## src/rtl/axil_pkg.sv

```systemverilog
// Shared AXI-Lite response codes and write-router FSM states.
// Imported by axil_wr_router and axil_addr_decode.
package axil_pkg;

  localparam logic [1:0] RESP_OKAY   = 2'b00;
  localparam logic [1:0] RESP_SLVERR = 2'b10;
  localparam logic [1:0] RESP_DECERR = 2'b11;

  typedef enum logic [2:0] {
    IDLE,
    ISSUE,
    WAIT_B,
    DECERR,
    RESP
  } state_t;

endpackage

```

## src/rtl/axil_addr_decode.sv

```systemverilog
// Combinational address decoder: upper address bits pick a slave window.
// Emits a one-hot select and a hit flag (no hit means decode error).
module axil_addr_decode
  import axil_pkg::*;
#(
  parameter int ADDR_W     = 32,
  parameter int NUM_SLAVES = 4,
  parameter int SPAN_LOG2  = 12
) (
  input  logic [ADDR_W-1:0]     addr,
  output logic [NUM_SLAVES-1:0] sel,
  output logic                  hit
);

  localparam int IDX_W = ADDR_W - SPAN_LOG2;

  logic [IDX_W-1:0] idx;
  logic             unused_lo;

  assign idx       = addr[ADDR_W-1:SPAN_LOG2];
  assign unused_lo = ^addr[SPAN_LOG2-1:0];

  always_comb begin
    sel = '0;
    for (int i = 0; i < NUM_SLAVES; i++) begin
      sel[i] = (idx == IDX_W'(i));
    end
  end

  assign hit = |sel;

endmodule

```

## src/rtl/axil_wr_router.sv

```systemverilog
// AXI-Lite write router: one master, NUM_SLAVES windows, one write in flight.
// Optional watchdog: define AXIL_WR_ROUTER_TIMEOUT_EN.
module axil_wr_router
  import axil_pkg::*;
#(
  parameter int ADDR_W     = 32,
  parameter int DATA_W     = 32,
  parameter int NUM_SLAVES = 4,
  parameter int SPAN_LOG2  = 12
) (
  input  logic                    ACLK,
  input  logic                    ARESET,
  input  logic [ADDR_W-1:0]       s_awaddr,
  input  logic                    s_awvalid,
  output logic                    s_awready,
  input  logic [DATA_W-1:0]       s_wdata,
  input  logic [DATA_W/8-1:0]     s_wstrb,
  input  logic                    s_wvalid,
  output logic                    s_wready,
  output logic [1:0]              s_bresp,
  output logic                    s_bvalid,
  input  logic                    s_bready,
  output logic [ADDR_W-1:0]       m_awaddr,
  output logic [NUM_SLAVES-1:0]   m_awvalid,
  input  logic [NUM_SLAVES-1:0]   m_awready,
  output logic [DATA_W-1:0]       m_wdata,
  output logic [DATA_W/8-1:0]     m_wstrb,
  output logic [NUM_SLAVES-1:0]   m_wvalid,
  input  logic [NUM_SLAVES-1:0]   m_wready,
  input  logic [2*NUM_SLAVES-1:0] m_bresp,
  input  logic [NUM_SLAVES-1:0]   m_bvalid,
  output logic [NUM_SLAVES-1:0]   m_bready
);

  state_t state, state_nxt;

  logic [ADDR_W-1:0]     addr_q;
  logic [DATA_W-1:0]     data_q;
  logic [DATA_W/8-1:0]   strb_q;
  logic [NUM_SLAVES-1:0] sel_q;
  logic [NUM_SLAVES-1:0] dec_sel;
  logic                  dec_hit;
  logic                  aw_done, w_done;
  logic                  aw_hs, w_hs, b_hit;
  logic [1:0]            bresp_q, slv_bresp;
  logic                  tmo;

  axil_addr_decode #(
    .ADDR_W     (ADDR_W),
    .NUM_SLAVES (NUM_SLAVES),
    .SPAN_LOG2  (SPAN_LOG2)
  ) u_dec (
    .addr (s_awaddr),
    .sel  (dec_sel),
    .hit  (dec_hit)
  );

`ifdef AXIL_WR_ROUTER_TIMEOUT_EN
  logic [15:0] cnt;

  always_ff @(posedge ACLK) begin
    if (ARESET)
      cnt <= '0;
    else if (state == ISSUE || state == WAIT_B)
      cnt <= cnt + 16'd1;
    else
      cnt <= '0;
  end

  assign tmo = (cnt == 16'hFFFF);
`else
  assign tmo = 1'b0;
`endif

  // Only the selected slave's handshakes count; others are ignored.
  assign aw_hs = (state == ISSUE) && !aw_done && |(m_awready & sel_q);
  assign w_hs  = (state == ISSUE) && !w_done && |(m_wready & sel_q);
  assign b_hit = |(m_bvalid & sel_q);

  always_comb begin
    slv_bresp = RESP_OKAY;
    for (int i = 0; i < NUM_SLAVES; i++) begin
      if (sel_q[i]) slv_bresp = m_bresp[2*i +: 2];
    end
  end

  always_comb begin
    state_nxt = state;
    s_awready = 1'b0;
    s_wready  = 1'b0;
    s_bvalid  = 1'b0;
    s_bresp   = 2'b00;
    m_awvalid = '0;
    m_wvalid  = '0;
    m_bready  = '0;
    unique case (state)
      IDLE: begin
        s_awready = 1'b1;
        s_wready  = 1'b1;
        if (s_awvalid && s_wvalid)
          state_nxt = dec_hit ? ISSUE : DECERR;
      end
      ISSUE: begin
        m_awvalid = (aw_done || tmo) ? '0 : sel_q;
        m_wvalid  = (w_done || tmo) ? '0 : sel_q;
        if (tmo)
          state_nxt = RESP;
        else if ((aw_done || aw_hs) && (w_done || w_hs))
          state_nxt = WAIT_B;
      end
      WAIT_B: begin
        m_bready = tmo ? '0 : sel_q;
        if (tmo || b_hit) state_nxt = RESP;
      end
      DECERR: state_nxt = RESP;
      RESP: begin
        s_bvalid = 1'b1;
        s_bresp  = bresp_q;
        if (s_bready) state_nxt = IDLE;
      end
      default: state_nxt = IDLE;
    endcase
    // Reset silences every output in the same cycle it is raised.
    if (ARESET) begin
      state_nxt = IDLE;
      s_awready = 1'b0;
      s_wready  = 1'b0;
      s_bvalid  = 1'b0;
      s_bresp   = 2'b00;
      m_awvalid = '0;
      m_wvalid  = '0;
      m_bready  = '0;
    end
  end

  always_ff @(posedge ACLK) begin
    if (ARESET) begin
      state   <= IDLE;
      sel_q   <= '0;
      aw_done <= 1'b0;
      w_done  <= 1'b0;
      bresp_q <= RESP_OKAY;
      addr_q  <= '0;
      data_q  <= '0;
      strb_q  <= '0;
    end else begin
      state <= state_nxt;
      if (state == IDLE && s_awvalid && s_wvalid) begin
        addr_q  <= s_awaddr;
        data_q  <= s_wdata;
        strb_q  <= s_wstrb;
        sel_q   <= dec_sel;
        aw_done <= 1'b0;
        w_done  <= 1'b0;
      end
      if (aw_hs) aw_done <= 1'b1;
      if (w_hs) w_done <= 1'b1;
      if (state == DECERR)
        bresp_q <= RESP_DECERR;
      else if ((state == ISSUE || state == WAIT_B) && tmo)
        bresp_q <= RESP_SLVERR;
      else if (state == WAIT_B && b_hit)
        bresp_q <= slv_bresp;
    end
  end

  assign m_awaddr = addr_q;
  assign m_wdata  = data_q;
  assign m_wstrb  = strb_q;

endmodule

```

## config.mk

```make
export PLATFORM = sky130hd
export DESIGN_NAME = axil_wr_router
export DESIGN_NICKNAME = d
export VERILOG_FILES = /design/src/rtl/axil_pkg.sv /design/src/rtl/axil_addr_decode.sv /design/src/rtl/axil_wr_router.sv
export SDC_FILE = /design/constraint.sdc
export NUM_CORES = 1
export LEC_CHECK = 0
export CORE_MARGIN = 1
export CORE_UTILIZATION = 25
export CTS_CLUSTER_SIZE = 8
export DETAILED_ROUTE_END_ITERATION = 16
export SLEW_MARGIN = 20
export SYNTH_ARGS = -nofsm -noshare
export SYNTH_HDL_FRONTEND = slang
export SYNTH_SLANG_ARGS = --single-unit
```

## constraint.sdc

```tcl
create_clock -name ACLK -period 4.7 [get_ports ACLK]
set_input_delay 0.47 -clock ACLK [delete_from_list [all_inputs] [get_ports ACLK]]
set_output_delay 0.47 -clock ACLK [all_outputs]
set_load 0.005 [all_outputs]
```

=== After elaboration in Yosys (flattened, before gate mapping) ===
Cells that the tools add are included.

* Equality and inequality tests: 11
* Mux-type cells: 29
* Bitwise logic cells: 3
* Reductions and logical operators: 23

{| class="wikitable"
|+ Operators with widths
! operator !! count
|-
| equality test 20 x 2 -> 1 bit (second input constant) || 2
|-
| two-way mux 4 bit || 8
|-
| equality test 20 x 1 -> 1 bit (second input constant) || 1
|-
| zero test 20 bit || 1
|-
| two-way mux 2 bit || 9
|-
| OR reduction 4 bit || 4
|-
| one-hot mux 3 bit (5 select lines) || 1
|-
| bitwise AND 4 bit || 3
|-
| two-way mux 3 bit || 4
|-
| logical AND 1 bit || 9
|-
| two-way mux 1 bit || 7
|-
| equality test 3 x 2 -> 1 bit (second input constant) || 2
|-
| != test 2 bit (second input constant) || 3
|-
| nonzero test 2 bit || 3
|-
| AND reduction 4 bit || 1
|-
| equality test 3 x 1 -> 1 bit (second input constant) || 1
|-
| equality test 3 bit (second input constant) || 1
|-
| zero test 3 bit || 1
|-
| zero test 1 bit || 2
|-
| logical OR 1 bit || 2
|-
| != test 2 x 1 -> 1 bit (second input constant) || 1
|}

* Register bits after elaboration: 79
* Output and inout port bits: 85
* Logic and storage cells: 74

=== Logic depth before layout (Yosys ltp) ===
Gate-level depths: netlist of the first run.

* Word-level depth: 7
* Gate-level depth with buffers: 6
* Gate-level depth less buffers: 4

=== Cells and area by module ===
Synthesis of the first run repeated with hierarchy kept, for this count alone.

* Cell total of the unflattened synthesis: 411
* Area total of the unflattened synthesis: 3,204.3 sq um

{| class="wikitable"
|+ By module, submodules not included
! module !! times used !! cells each !! area an instance (sq um) !! sequential area each (sq um)
|-
| axil_wr_router || 1 || 397 || 3,105.5 || 1,581.5
|-
| axil_addr_decode || 1 || 14 || 98.8 || 0.0
|}

=== Least setup slack after synthesis of the first run ===
Ideal clock, no wire load.

* Kind: in2reg
* From: input s_awaddr[16]
* To: register state[1]
* Library setup time: 118 ps
* Arrival time: 1,770 ps
* Required time: 4,582 ps
* Slack: 2,813 ps
* Cell stages on the path: 3
* Path through: or4_1 -> or4_1 -> o2111a_1

* Cells in the longest elaborated chain, start to end: 5
* Elaborated cells between the ends (all ways): 8
* Those cells by class: eq/ne (3); mux (3); reduce/logical (2)

{| class="wikitable"
|+ RTL lines
! what !! line !! source
|-
| start: declaration || axil_wr_router.sv:13 || <nowiki>input logic [ADDR_W-1:0] s_awaddr,</nowiki>
|-
| equality test 20 x 1 -> 1 bit, or another cell as far along || axil_addr_decode.sv:26 || <nowiki>sel[i] = (idx == IDX_W'(i));</nowiki>
|-
| OR reduction 4 bit * || axil_addr_decode.sv:30 || <nowiki>assign hit = |sel;</nowiki>
|-
| two-way mux 2 bit * || axil_wr_router.sv:101 || <nowiki>state_nxt = dec_hit ? ISSUE : DECERR;</nowiki>
|-
| two-way mux 3 bit * || axil_wr_router.sv:100 || <nowiki>if (s_awvalid && s_wvalid)</nowiki>
|-
| one-hot mux 3 bit (5 select lines) * || axil_wr_router.sv:96 || <nowiki>unique case (state)</nowiki>
|-
| end signal: assignment || axil_wr_router.sv:147 || <nowiki>state <= state_nxt;</nowiki>
|-
| end: declaration || axil_wr_router.sv:35 || <nowiki>state_t state, state_nxt;</nowiki>
|}

Mark *: on every way between the ends. The rest lies on a longest branch, timed or not. The select of a mux whose other input is x is not followed.
A chain may end at the register's enable or synchronous reset.

=== Worst setup path after layout of the first run ===
* From: register state[2]
* To: output m_wvalid[3]

* Cells in the longest elaborated chain, start to end: 3

{| class="wikitable"
|+ RTL lines
! what !! line !! source
|-
| equality test 3 x 1 -> 1 bit || axil_wr_router.sv:96 ||
|-
| two-way mux 4 bit || axil_wr_router.sv:96 ||
|-
| two-way mux 4 bit || axil_wr_router.sv:124 || <nowiki>if (ARESET) begin</nowiki>
|-
| end: declaration || axil_wr_router.sv:28 || <nowiki>output logic [NUM_SLAVES-1:0] m_wvalid,</nowiki>
|}

Every way passes these cells.

==> impl_summary.md, run 1 <==
Outcome
The flow ran to the end, and the final reports show no timing, DRC or antenna violations.

STA
The headroom to the max-slew limit is 47.69%. Setup violations remaining at the end of the flow were counted as 0. In the finished design, the share of the clock period the worst path needs comes to 49.47%. Between clock sinks in the finished design, the worst skew comes to 0.005019 ns. Setup repair after global routing left no endpoint under its margin. For the pin with the worst max-slew slack, the measured transition is 0.7846 ns. The clock period minus final worst setup slack is 2.325 ns. The final max-slew violation count is 0. Static timing analysis puts the maximum clock frequency at about 430 MHz. The sum of negative setup slack is 0 ns. Across all hold checks on the routed design, the worst slack comes to 0.4512 ns. The number of endpoints with negative hold slack in the final report is 0.

Synth
The synthesized netlist occupies a cell area of a little over 3000 um2. The netlist uses 35 different library cells. The cell count after synthesis came out at about 400. After Yosys synthesis, XOR and XNOR cells account for 0% of the synthesized area.

After Yosys synthesis, and, or, nand and nor cells account for 26.63% of the synthesized area. Yosys mapped a number of flops with a built-in enable equal to 0. The proportion of register bits with asynchronous set or reset after synthesis is 0%. The synthesis-stage register bit count is 79. By area, the combinational part of the netlist is dominated by simple AND/OR/NAND/NOR gates.

By count the netlist is led by 146 x nand2_1, 79 x dfxtp_1, 75 x a21oi_1, 25 x clkbuf_1, 18 x nor2_1. The cell type with the highest aggregate area in the netlist is dfxtp_1. Counting every net in the synthesized netlist gives 492. Yosys printed 0 warnings. Summed over its instances, the top area cell type makes up 51.47% of the synthesized netlist area. For this run, the register share of the synthesized area comes to 51.47%.

The dominant register cell in the synthesized netlist is dfxtp_1. The post-synthesis average cell area is 7.702 um2. The compound-gate portion of the synthesized area is 17.75%. The leading cell type by number of instances after synthesis is nand2_1. After synthesis, the cell types taking the most area are dfxtp_1 51%, nand2_1 18%, a21oi_1 12%, clkbuf_1 3.1%, nor2_1 2.2%. In the synthesized netlist, mux cells make up 0% of the area.

The adder and majority cell fraction of the synthesized area is 0%.

Die
The die span in x is roughly 110 um. The floorplan has 40 rows. The floorplan step defined a die boundary enclosing 12740 um2.

The die boundary height is 112.9 um. The area of the core region is 12010 um2. In this run the count of I/O pins placed on the die edge is around 180. The starting utilization of the core area is 25.58%.

Power
Across the VDD grid, the largest voltage drop is 0.0001476 V. In this run the power density over the cells is 354.2 nW/um2. Summed over all cells, the static leakage comes to about 1.8 nW.

Global routing
The maximum number of pins on one net before global-route repair is 75. The total track usage is 14.96%. The first global-routing pass estimated 15.14 mm of wire. The number of global-route vias before repair is 3151. For this run the aggregate overflow at the end of global routing stands at 0. The number of antenna violations at the first check in global routing is 0.

Place
The weighted congestion at the end of routability-driven global placement is 0.7498. In this run the tool buffered the top-level ports with about 180 buffer cells. The sum of net half-perimeters after detailed placement is about 7 mm.

Once placement finished, the instance area stood at 4936 um2.

Detailed routing
The wire length after detailed routing is approximately 9.4 mm. The via density per instance is approximately 4.6. The post-route antenna net violation count is 0.

The first-pass iteration count of the detailed router is 4. The routed layout has around 3300 vias. In the routed design, unresolved DRC markers number 0.

The number of DRC violations after detailed-routing iteration 0 is ~150. The detail-routed net length per standard cell is ~13 um.

Run
Across the run, the number of max-cap violations was 0.

Cells and area
The share of layout cells above drive strength 1 is 4.255%. The post-route cell area is 5211 um2. Compared with the post-synthesis result, the final layout area differs by 69.58%.

The net total in the final layout is 655. The filler cell count in the final layout is roughly 1200. The number of diodes added for antenna fixing is 0.

Clock tree
The buffer depth of the longest clock path is 2. Hold repair after CTS inserted 0 buffers. The buffers inserted during post-CTS setup optimization is 0. Buffers inserted during clock tree synthesis total 9. Clock-pin slew was measured on the worst setup and hold paths at 0.05 ns. The number of gates resized after CTS was 0. At the later pin of the worst-skew pair, clock insertion delay measures 0.33 ns.

The tree built by TritonCTS fans out to 79 sinks. The library cell used as clock root buffer is clkbuf_16. The number of levels the H-tree was split into is 3.

TritonCTS built the clock tree.

Worst setup path
The critical path capture point type is an output pin. The endpoint required time on the critical path is 4.23 ns. The biggest fanout along the worst timing path is 9. Data on the critical path arrives at its endpoint at between 1.5 and 2 ns. The start-to-end type of the worst setup path is reg2out. The worst setup path is launched from a register.

Worst hold path
The type of the most critical hold path is reg2reg.
-- layer usage --
metal / track usage (%) / wire length, um / up-vias
li1: - / - / 1653
met1: 17.49 / 4096 / 1490
met2: 25.06 / 4440 / 108
met3: 5.035 / 724 / 13
met4: 6.316 / 135 / 0
met5: 0 / 0 / -
-- metrics by stage --
step                total power (W)  cells  utilization [%]  worst slack, ns
CTS                        0.001878    711            43.39            2.356
floorplan                 0.0009731    399                -            2.813
finish                     0.001846    711            43.39            2.375
detailed placement         0.001215    698            41.09            2.232
global route               0.001957    711            43.39            2.230
global placement           0.001211    698            41.09            2.247
-- final timing paths --
kind | from | end | slack (ns) | cells after the start
setup / recovery | state[2] | m_wvalid[3] | 2.37 | 4
hold / removal | m_wstrb[3] | m_wstrb[3] | 0.45 | 2
setup reg to reg | state[0] | sel_q[2] | 2.67 | 4
hold reg to reg | m_wstrb[3] | m_wstrb[3] | 0.45 | 2
-- power by group --
| group | switching, W | internal, W | total (W) |
|---|---|---|---|
| clock network | 0.000250 | 0.000400 | 0.000651 |
| registers | 0.0000368 | 0.000733 | 0.000770 |
| logic | 0.000194 | 0.000232 | 0.000425 |
-- registers in the layout, indices dropped and copies added (netlist names) --
name and cells:
bresp_q 2, state 3, m_wdata 32, aw_done 1, sel_q 4, m_awaddr 32
m_wstrb 4, w_done 1
-- cells by family after synthesis --
group,Yosys count
and+or+nand+nor,192
DFF,79
AOI/OAI and AO/OA,97
buffers and inverters,31
-- area by class of cell --
cell class                 instances  area, um2  area share [%]
multi-input combinational        289       1370           26.29
inverter                           3      11.26          0.2161
tap                              147      183.9           3.529
clock inverter                     4      50.05          0.9604
timing repair buffer             180       1789           34.33
clock buffer                       9      225.2           4.322
sequential                        79       1582           30.35
-- critical path, stage by stage, from the launching register on --
cell	delay, ns
dfxtp_1	0.41
nor2_1	0.18
nand3b_1	0.22
nor2_1	0.18
clkdlybuf4s50_1	0.54
-- placed cells by master, fill, tap and decap left out, types with 2 or more instances in the layout --
cell type / instances
a211oi_1: 2
a21oi_1: 75
a22oi_1: 7
and2_1: 2
buf_4: 3
clkbuf_16: 9
clkdlybuf4s50_1: 176
clkinvlp_4: 2
dfxtp_1: 79
inv_1: 3
nand2_1: 146
nand2b_1: 8
nand3_1: 2
nand3b_1: 2
nor2_1: 18
nor4_1: 3
o21ai_0: 2
o22ai_1: 3
or4_1: 3
No activity file was read; power rests on OpenSTA's default activity.
==> run 2: changes to the inputs <==
==> constraint.sdc (replaced) <==
create_clock -name ACLK -period 2.2 [get_ports ACLK]
set_input_delay 0.22 -clock ACLK [delete_from_list [all_inputs] [get_ports ACLK]]
set_output_delay 0.22 -clock ACLK [all_outputs]
set_load 0.005 [all_outputs]
==> run 2 against run 1 <==
Via count down 0.28%. Clock power rose to 2.6 times the previous value. Highest routed layer unchanged. Non-clock buffer count up 4. Power up 130%. Routed wire length up 5.0%. Register-to-register slack worse by 2.2 ns. Combinational power up 120%. Clock skew up 0.0043 ns. Largest cell class unchanged. Cell area up 2.2%. Sequential share of layout area down 0.66 points.
==> impl_summary.md, run 2 (same netlist as run 1, synthesis figures left out) <==
Outcome
The run finished with clean final reports.

STA
Setup violations remaining at the end of the flow were counted as 0. The clock period minus final worst setup slack is 2.071 ns. At the pin with the least slew margin, the transition time is 0.5643 ns. Setup repair after global routing left no endpoint under its margin. On the final layout, the worst hold slack is between 0.2 and 0.3 ns.

The final critical path takes up 94.13% of the cycle. The number of endpoints with negative hold slack in the final report was 0. The sum of negative setup slack is 0 ns. Measured against its own limit, the worst slew margin works out to 62.38%.

The final clock skew is 0.009293 ns. Static timing analysis puts the maximum clock frequency at between 400 and 500 MHz. The final max-slew violation count is 0.

Power
The switching power total is 0.001088 W. In this run switching power makes up 25.30% of total power. The leakage power is 1.827 nW. Registers are responsible for 38.2% of the overall power.

VDD sags by at most 0.0004496 V. The logic gate share of total power is 21.9%. The internal portion of the total power is 0.003213 W. The proportion of power drawn by the clock network is approximately 40%. The cell area power density is slightly above 800 nW/um2. Overall power consumption after layout is estimated at 0.004300 W.

Global routing
Entering global routing, the biggest net connects 56 pins. The met3 layer usage reported by global route is under 10%. The number of global-route vias before repair is 3211.

For this run, global-route usage on met2 was measured as 26.95%. The global routing stage identified its most utilized layer as met2. The first global-routing pass estimated 15.71 mm of wire.

The global-route congestion overflow total is 0. For met1 alone, demand over resource in global routing was a little under a fifth. The number of antenna violations at the first check in global routing was 0. The total track usage is 15.53%.

Cells and area
For this run, the number of standard cells in the final layout without fillers is slightly above 700. The filler cell count in the final layout is 1214. The area growth from synthesis to layout is 73.33%. In the layout the commonest cells are 176 x clkdlybuf4s50_1, 146 x nand2_1, 79 x dfxtp_1, 75 x a21oi_1, 17 x nor2_1. The post-route cell area is about 5300 um2. The leading cell type in the layout, fill and taps excluded is clkdlybuf4s50_1. The net total in the final layout is ~660. The number of diodes added for antenna fixing is 0. In the final layout, the share of cells above drive strength 1 is around 5.4%.

Worst setup path
The endpoint required time on the critical path is 1.98 ns. The most numerous cell type found on the critical path is nand2b_1. The startpoint type of the worst setup path is a register. The biggest fanout along the worst timing path is 9. The number of cell instances on the worst register-to-register path is 4. The signal on the critical path passes through nand2b_1 > nand2b_1 > nor2_1 > clkdlybuf4s50_1. The biggest cell delay along the critical path is 0.52 ns.

The start-to-end type of the worst setup path is reg2out. The highest-delay cell along the critical path is clkdlybuf4s50_1. Data arrives at the worst endpoint at approximately 1.9 ns.

The worst setup path is captured at an output pin.

Place
The placed instances occupy a cell area of 4979 um2. The number of instances in the placed design is 702. In this run the tool buffered the top-level ports with 177 buffer cells. The sum of net half-perimeters after detailed placement is approximately 7 mm. The weighted congestion at the end of routability-driven global placement is 0.7764.

Detailed routing
The post-route antenna net violation count is 0. For this block, the routed nets add up to 9.868 mm of wire. After detailed routing, the number of remaining DRC violations is 0. After detailed routing, the number of vias per cell comes to 4.540. Before antenna repair, the detailed router went through 4 iterations.

Dividing the detail-routed wire length by the instance count gives 13.76 um. The detailed router placed between 3000 and 4000 vias in this run. After the first detailed-routing iteration, the DRC count stood at between 100 and 150.

Clock tree
The buffer depth of the longest clock path is 2. TritonCTS built the clock tree. The later pin in the worst-skew pair is clocked with a latency of roughly 0.33 ns.

The CTS sink count is 79. The clock input transition at the sequential cells of the worst setup and hold paths is 0.06 ns. Post-CTS repair changed the size of 0 cells. The number of levels the H-tree was split into is 3.

The clock buffer count from CTS is 9. After clock tree synthesis, the flow added hold-fix buffers numbering 0. The buffers inserted during post-CTS setup optimization is 0. The root buffer cell chosen for the clock tree is clkbuf_16.

Worst hold path
The instance count along the most critical hold path is 2. The path class of the tightest hold or removal check is in2reg.

Die
For this configuration, the core starts out at a cell density of between 20% and 30%. The floorplan step set the die width to 112.9 um. Pin placement for this block handled around 180 I/O pins. From bottom edge to top edge, the die measures approximately 110 um. The total area inside the core boundary comes to roughly 12000 um2. The area enclosed by the die boundary is 12740 um2. The number of rows created at floorplan is 40.

Run
The number of maximum-capacitance constraint violations is 0.
==> run 2: area by class of cell <==
cell class	instances	area (um2)	area share, %
Timing Repair Buffer	184	1832	34.39
Sequential cell	79	1582	29.69
Multi-Input combinational cell	289	1373	25.77
Clock buffer	10	239.0	4.487
Tap cell	147	183.9	3.453
Clock inverter	5	106.4	1.997
Inverter	3	11.26	0.2114
==> run 2: path summary, 6_finish.rpt <==
path                                    from      endpoint  slack, ns
worst max-delay path                state[2]   m_bready[3]       0.13
worst min-delay path                  ARESET   m_wdata[12]       0.29
worst max register to register      state[0]      sel_q[2]       0.52
worst min register to register  m_awaddr[31]  m_awaddr[31]       0.45
==> run 2: critical path: cells and delay by family (launching register included) <==
family	cells	cell delay (ns)
buffers and inverters	1	0.52
flip-flops	1	0.41
AND/OR/NAND/NOR	3	0.60
==> run 2: power groups by stage <==
stage	logic, W	registers, W	clock network (W)
6_report	0.000940	0.00164	0.00172
5_1_grt	0.00103	0.00166	0.00183
4_1_cts	0.000954	0.00164	0.00177
3_5_place_dp	0.000949	0.00167	0
3_3_place_gp	0.000939	0.00167	0
2_1_floorplan	0.000406	0.00167	0
==> run 2: metrics by stage <==
stage / setup WS, ns / util (%)
floorplan: 0.4962 / -
global placement: 0.1040 / 41.45
detailed placement: 0.08759 / 41.45
CTS: 0.09575 / 44.32
global route: 0.006952 / 44.34
finish: 0.1292 / 44.34
==> run 2: per-layer routing <==
| layer | vias up | part of all wire, % |
|---|---|---|
| met5 | - | 0 |
| met4 | 0 | 0.95 |
| met3 | 5 | 7.4 |
| met2 | 96 | 48 |
| met1 | 1499 | 43 |
| li1 | 1655 | - |
